`src/rtl/led_scan_if.sv`:
```
// Read port of the 64x4b LED RAM as seen by the matrix scanner.
// The scanner is the master; the RAM returns rd_data one clk after the one-hot address.
interface led_scan_if;
    logic [7:0] rd_row;
    logic [7:0] rd_col;
    logic [3:0] rd_data;

    modport master (
        output rd_row,
        output rd_col,
        input  rd_data
    );

    modport slave (
        input  rd_row,
        input  rd_col,
        output rd_data
    );
endinterface

```
`src/rtl/led_scan.sv`:
```
// 8x8 LED matrix scanner: per row, blank, fetch 8 nibbles from the LED RAM into a
// line buffer, then drive the row with 15-slot PWM per column.
//
// state   | meaning
// --------+-------------------------------------------------------------
// IDLE    | scan disabled, matrix dark, row_idx held at 0
// BLANK   | all-off gap of BLANK_CYCLES clks between rows
// FETCH   | 9 clks: issue 8 one-hot reads, capture each nibble one clk later
// DISPLAY | 15 PWM slots of SLOT_CYCLES clks on row row_idx
module led_scan #(
    parameter int SLOT_CYCLES  = 64,
    parameter int BLANK_CYCLES = 32,
    parameter int ROW_ACT_LOW  = 0,
    parameter int COL_ACT_LOW  = 1
) (
    input  logic       clk,
    input  logic       rst,
    input  logic       enable,
    led_scan_if.master ram,
    output logic [7:0] row_out,
    output logic [7:0] col_out,
    output logic [2:0] row_idx,
    output logic       frame_done
);

    localparam int CNT_MAX = (SLOT_CYCLES > BLANK_CYCLES) ? SLOT_CYCLES : BLANK_CYCLES;
    localparam int TW      = (CNT_MAX > 1) ? $clog2(CNT_MAX) : 1;

    localparam logic [TW-1:0] BLANK_LOAD = TW'(BLANK_CYCLES - 1);
    localparam logic [TW-1:0] SLOT_LOAD  = TW'(SLOT_CYCLES - 1);
    localparam logic [7:0]    ROW_OFF    = (ROW_ACT_LOW != 0) ? 8'hFF : 8'h00;
    localparam logic [7:0]    COL_OFF    = (COL_ACT_LOW != 0) ? 8'hFF : 8'h00;

    typedef enum logic [1:0] {
        IDLE,
        BLANK,
        FETCH,
        DISPLAY
    } state_t;

    state_t          state, state_nxt;
    logic [TW-1:0]   tmr, tmr_nxt;
    logic [3:0]      k, k_nxt;
    logic [3:0]      slot, slot_nxt;
    logic [2:0]      row_idx_nxt;
    logic [7:0][3:0] line, line_nxt;
    logic            frame_done_nxt;
    logic [7:0]      rd_row_q, rd_col_q, rd_row_nxt, rd_col_nxt;
    logic [7:0]      row_out_nxt, col_out_nxt;
    logic [7:0]      row_act, col_act;

    assign ram.rd_row = rd_row_q;
    assign ram.rd_col = rd_col_q;

    always_ff @(posedge clk or posedge rst) begin
        if (rst) begin
            state      <= IDLE;
            tmr        <= '0;
            k          <= '0;
            slot       <= '0;
            row_idx    <= '0;
            line       <= '0;
            frame_done <= 1'b0;
            rd_row_q   <= '0;
            rd_col_q   <= '0;
            row_out    <= ROW_OFF;
            col_out    <= COL_OFF;
        end else begin
            state      <= state_nxt;
            tmr        <= tmr_nxt;
            k          <= k_nxt;
            slot       <= slot_nxt;
            row_idx    <= row_idx_nxt;
            line       <= line_nxt;
            frame_done <= frame_done_nxt;
            rd_row_q   <= rd_row_nxt;
            rd_col_q   <= rd_col_nxt;
            row_out    <= row_out_nxt;
            col_out    <= col_out_nxt;
        end
    end

    always_comb begin
        state_nxt      = state;
        tmr_nxt        = tmr;
        k_nxt          = k;
        slot_nxt       = slot;
        row_idx_nxt    = row_idx;
        line_nxt       = line;
        frame_done_nxt = 1'b0;

        if (!enable) begin
            state_nxt   = IDLE;
            tmr_nxt     = '0;
            k_nxt       = '0;
            slot_nxt    = '0;
            row_idx_nxt = '0;
        end else begin
            case (state)
                IDLE: begin
                    state_nxt   = BLANK;
                    tmr_nxt     = BLANK_LOAD;
                    row_idx_nxt = '0;
                end
                BLANK: begin
                    if (tmr == '0) begin
                        state_nxt = FETCH;
                        k_nxt     = '0;
                    end else begin
                        tmr_nxt = tmr - 1'b1;
                    end
                end
                FETCH: begin
                    // data for the read issued at k-1 is on the bus now
                    if (k != 4'd0) begin
                        line_nxt[3'(k - 4'd1)] = ram.rd_data;
                    end
                    if (k == 4'd8) begin
                        state_nxt = DISPLAY;
                        slot_nxt  = '0;
                        tmr_nxt   = SLOT_LOAD;
                    end else begin
                        k_nxt = k + 4'd1;
                    end
                end
                DISPLAY: begin
                    if (tmr != '0) begin
                        tmr_nxt = tmr - 1'b1;
                    end else if (slot != 4'd14) begin
                        slot_nxt = slot + 4'd1;
                        tmr_nxt  = SLOT_LOAD;
                    end else begin
                        state_nxt      = BLANK;
                        tmr_nxt        = BLANK_LOAD;
                        slot_nxt       = '0;
                        row_idx_nxt    = row_idx + 3'd1;
                        frame_done_nxt = (row_idx == 3'd7);
                    end
                end
                default: begin
                    state_nxt = IDLE;
                end
            endcase
        end
    end

    // Pins are registered from the next-state view so they line up with the state they belong to.
    always_comb begin
        rd_row_nxt = '0;
        rd_col_nxt = '0;
        row_act    = '0;
        col_act    = '0;

        if (state_nxt == FETCH && k_nxt != 4'd8) begin
            rd_row_nxt = 8'd1 << row_idx_nxt;
            rd_col_nxt = 8'd1 << k_nxt[2:0];
        end

        if (state_nxt == DISPLAY) begin
            row_act = 8'd1 << row_idx_nxt;
            for (int c = 0; c < 8; c++) begin
                col_act[c] = (slot_nxt < line_nxt[c]);
            end
        end

        row_out_nxt = row_act ^ ROW_OFF;
        col_out_nxt = col_act ^ COL_OFF;
    end

endmodule

```
`src/flat_wrapper.sv`:
```
// flat-port wrapper written by rule: the top's interface ports become plain ports
module led_scan_flat 
#(
    parameter int SLOT_CYCLES  = 64,
    parameter int BLANK_CYCLES = 32,
    parameter int ROW_ACT_LOW  = 0,
    parameter int COL_ACT_LOW  = 1
)
  (clk, rst, enable, row_out, col_out, row_idx, frame_done, ram_rd_row, ram_rd_col, ram_rd_data);
  led_scan_if ram_i ();
  input  logic clk;
  input  logic rst;
  input  logic enable;
  output logic [7:0] row_out;
  output logic [7:0] col_out;
  output logic [2:0] row_idx;
  output logic frame_done;
  output wire logic [$bits(ram_i.rd_row)-1:0] ram_rd_row;
  output wire logic [$bits(ram_i.rd_col)-1:0] ram_rd_col;
  input wire logic [$bits(ram_i.rd_data)-1:0] ram_rd_data;
  assign ram_rd_row = ram_i.rd_row;
  assign ram_rd_col = ram_i.rd_col;
  assign ram_i.rd_data = ram_rd_data;
  led_scan #(.SLOT_CYCLES(SLOT_CYCLES), .BLANK_CYCLES(BLANK_CYCLES), .ROW_ACT_LOW(ROW_ACT_LOW), .COL_ACT_LOW(COL_ACT_LOW)) u_core (.clk(clk), .rst(rst), .enable(enable), .ram(ram_i), .row_out(row_out), .col_out(col_out), .row_idx(row_idx), .frame_done(frame_done));
endmodule
```
`config.mk`:
```
export PLATFORM = sky130hd
export DESIGN_NAME = led_scan_flat
export DESIGN_NICKNAME = d
export VERILOG_FILES = /design/src/rtl/led_scan_if.sv /design/src/rtl/led_scan.sv /design/src/flat_wrapper.sv
export SDC_FILE = /design/constraint.sdc
export NUM_CORES = 1
export LEC_CHECK = 0
export ABC_AREA = 1
export BUFFER_PORTS_ARGS = -buffer_cell sky130_fd_sc_hd__buf_2
export CAP_MARGIN = 0
export CORE_ASPECT_RATIO = 0.8
export CORE_MARGIN = 3
export CORE_UTILIZATION = 50
export CTS_CLUSTER_SIZE = 28
export DETAILED_ROUTE_END_ITERATION = 7
export PLACE_DENSITY = 0.69
export REMOVE_ABC_BUFFERS = 1
export SYNTH_ARGS = -nofsm -noshare
export SYNTH_HDL_FRONTEND = slang
export SYNTH_SLANG_ARGS = --single-unit
```
`constraint.sdc`:
```
create_clock -name clk -period 4.9 [get_ports clk]
set_input_delay 0.735 -clock clk [delete_from_list [all_inputs] [get_ports clk]]
set_output_delay 0.735 -clock clk [all_outputs]
set_load 0.02 [all_outputs]
```
==> impl_results.md <==
- Worst Tran Pin Value: 1.100 ns
- Post-cts sizing count: 0
- Drt total wl: 9415 um
- Number of global-route vias before repair: 3649
- Initial Utilization: 0.5272
- Final min period: 3.091 ns
- Netlist Area Pre-Place: 0.004591 sq mm
- RD Place Congestion: 0.9006
- Full die area: 0.01037 sq mm
- Longest Clk Path Bufs: 2
- Max_cap viols: 0
- Net Sw Frac: 0.2449
- Largest net degree at the start of global routing: 45
- Area Overhead vs Synth: 14.17%
- Critical path endpoint category: register
- Num ports: 43
- Hpwl dp: 6747 um
- CTS Buf Count: 9
- Yosys warnings: 0
- H-Tree Depth: 3
- WL met3: 511 um
- DR top layer: met4
- Antenna Cells: 0
- DR iter-0 viols: 182
- Status: finished, final reports clean
- Commonest non-fill, non-tap cell in the layout: nand2_1
- Pre-antenna DRT Iters: 4
- Dominant synthesized flop cell: dfrtp_1
- Max FO, Critical Path: 9
- First-pass GRT wire length: 16790 um
- Chip height: 91.71 um
- Max Slew Vio Count: 0
- Share of the synthesized area in the top cell type: 0.4143
- Clock latency on the worst-skew pair: 0.34 ns
- Met1 wire length: 4500 um
- Final period util: 0.6309
- Mean number of vias per cell: 5.037
- Antenna viol nets, final: 0
- Setup Skew: 0.005508 ns
- Leak pwr: 2.967 nW
- Comb power frac: 0.075
- Row cnt: 30
- Endpoints failing setup: 0
- Vias post-DR: 3561
- Routed length on met2: 4264 um
- Pint: 0.001191 W
- GRT Util Overall: 0.2018
- Sequential share of the synthesized area: 0.4601
- PD cells: 300.8 mW/mm^2
- EDFF count, synth: 0
- CP Data Arrival Time: 3.35 ns
- Synth async-reset ratio: 1.000
- Area leader, netlist: dfrtp_1
- CP top delay family: compound AO/OA/AOI/OAI gates
- Reg2Reg Setup Slack: 1.81 ns
- Most frequent cells in the layout: 146 x nand2_1, 79 x inv_1, 76 x dfrtp_1
- NetSw: 0.0003862 W
- Reg2Reg Depth: 11
- CTS tree: built
- Cell breakdown of the critical path: inv_1, ha_1, inv_1, nand2_1, nand2_1, o21ai_0, a21oi_1, ha_1, a21o_1, nor2_1, nand2_1
- Buf/Inv on CP: 2
- Max-slew headroom: 0.2669
- Hold-fix buffer count after cts: 0
- Clock group share of total power: 0.474
- Final hold viol count: 0
- Yosys reg bits: 84
- Core area: 0.008708 sq mm
- Slowest cell on crit path: a21oi_1
- Post-route DRC: 0
- Fillers: 764
- Initial antenna violation count: 0
- Post-CTS Setup Bufs: 0
- Count of input and output buffers: 42
- Nets: 633
- Clk root buf: clkbuf_16
- Setup total negative slack: 0 ns
- Die Width: 113.1 um
- Pre-CTS WS: 1.951 ns
- Crit path top cell by count: nand2_1
- Critical path's largest stage delay: 0.87 ns
- Critical Path RT: 5.16 ns
- Synth area leaders: dfrtp_1 41%, nand2_1 12%, ha_1 9.8%
- Synth cell types: 33
- Worst VDD drop: 0.2789 mV
- Wire per inst: 13.32 um
- Total gr overflow: 0
- Fmax: 0.3235 GHz
- R2r startpoint: u_core.state[0]$_DFF_PP0_
- Layout cells sized above 1: 0.1983
- CTS Sinks: 84
- Crit path launch type: register
- Clock slew at reported path FFs: 0.06 ns
- Final WS setup: 1.809 ns
- Crit Path Category: register to register
- Sequential power share: 0.451
- Worst R2R End: u_core.col_out[5]$_DFF_PP1_
- Average size of a mapped cell: 8.501 sq um
- Post-Synthesis Cells: 540
- Hold Crit Class: input pin to asynchronous set/reset pin
- Unrepaired setup endpoints after global routing: no
power groups by stage:
stage                     Sequential [W]  Combinational, W  Clock (W)
after floorplan                 0.000723         0.0000886          0
after CTS                       0.000711          0.000118   0.000769
after detailed placement        0.000724          0.000118          0
final                           0.000712          0.000118   0.000747
after global placement          0.000724          0.000115          0
after global routing            0.000713          0.000136   0.000792
cells by family after synthesis:
| logic type | Yosys count | share of synthesized area |
|---|---|---|
| simple gates | 255 | 0.2693 |
| fa+ha+maj | 36 | 0.09812 |
| flops | 84 | 0.4601 |
| buf+inv | 91 | 0.07986 |
| compound gates | 71 | 0.08695 |
| xor+xnor | 3 | 0.005725 |
state kept, by name (all words and copies together), names as in the netlist:
signal / count
u_core.tmr: 6
u_core.line: 32
u_core.col_out: 8
u_core.row_idx: 3
u_core.k: 4
u_core.frame_done: 1
u_core.state: 2
u_core.ram.rd_row: 8
u_core.slot: 4
u_core.row_out: 8
u_core.ram.rd_col: 8
through the flow:
| step | std cells | area, sq um | hold slack (ns) | total power, W | utilization |
|---|---|---|---|---|---|
| final | 707 | 5241 | 0.4691 | 0.001577 | 0.6019 |
| after global routing | 707 | 5241 | 0.5381 | 0.001641 | 0.6019 |
| after CTS | 707 | 5241 | 0.4890 | 0.001598 | 0.6019 |
| after detailed placement | 691 | 4910 | 0.4817 | 0.0008417 | 0.5638 |
| after global placement | 691 | 4910 | 0.4745 | 0.0008391 | 0.5638 |
| after floorplan | 536 | 4551 | 0.4576 | 0.0008113 | - |
synthesized netlist by cell type, types with 8 or more instances:
cell and instances:
nand3_1 22, a21o_1 8, dfrtp_1 76, dfstp_2 8, ha_1 36, o21ai_0 43, a21oi_1 10, nor2_4 13
nor2_1 38, nand2_1 146, nor2_2 10, inv_1 80
routing by layer:
metal	GRT usage	up-vias
met3	0.04815	12
li1	-	1796
met4	0.06707	0
met1	0.2713	1679
met5	0	-
met2	0.3220	74
worst max path at each step:
stage                              startpoint                          end  depth (start not counted)
finish              u_core.state[0]$_DFF_PP0_  u_core.col_out[5]$_DFF_PP1_                         11
floorplan                                 rst  u_core.frame_done$_DFF_PP0_                          1
global route            u_core.k[0]$_DFF_PP0_  u_core.col_out[4]$_DFF_PP1_                         11
global placement        u_core.k[0]$_DFF_PP0_  u_core.col_out[2]$_DFF_PP1_                         11
detailed placement      u_core.k[0]$_DFF_PP0_  u_core.col_out[0]$_DFF_PP1_                         11
CTS                     u_core.k[0]$_DFF_PP0_  u_core.col_out[0]$_DFF_PP1_                         11
final cells by class:
type	count	area, sq um	area share
Inverter	87	327.8	0.06254
Tap cell	112	140.1	0.02674
Timing Repair Buffer	43	217.7	0.04154
Multi-Input combinational cell	365	2112	0.4030
Clock buffer	9	225.2	0.04297
Clock inverter	7	106.4	0.02029
Sequential cell	84	2112	0.4030
Power figures use the tool's default switching activity.
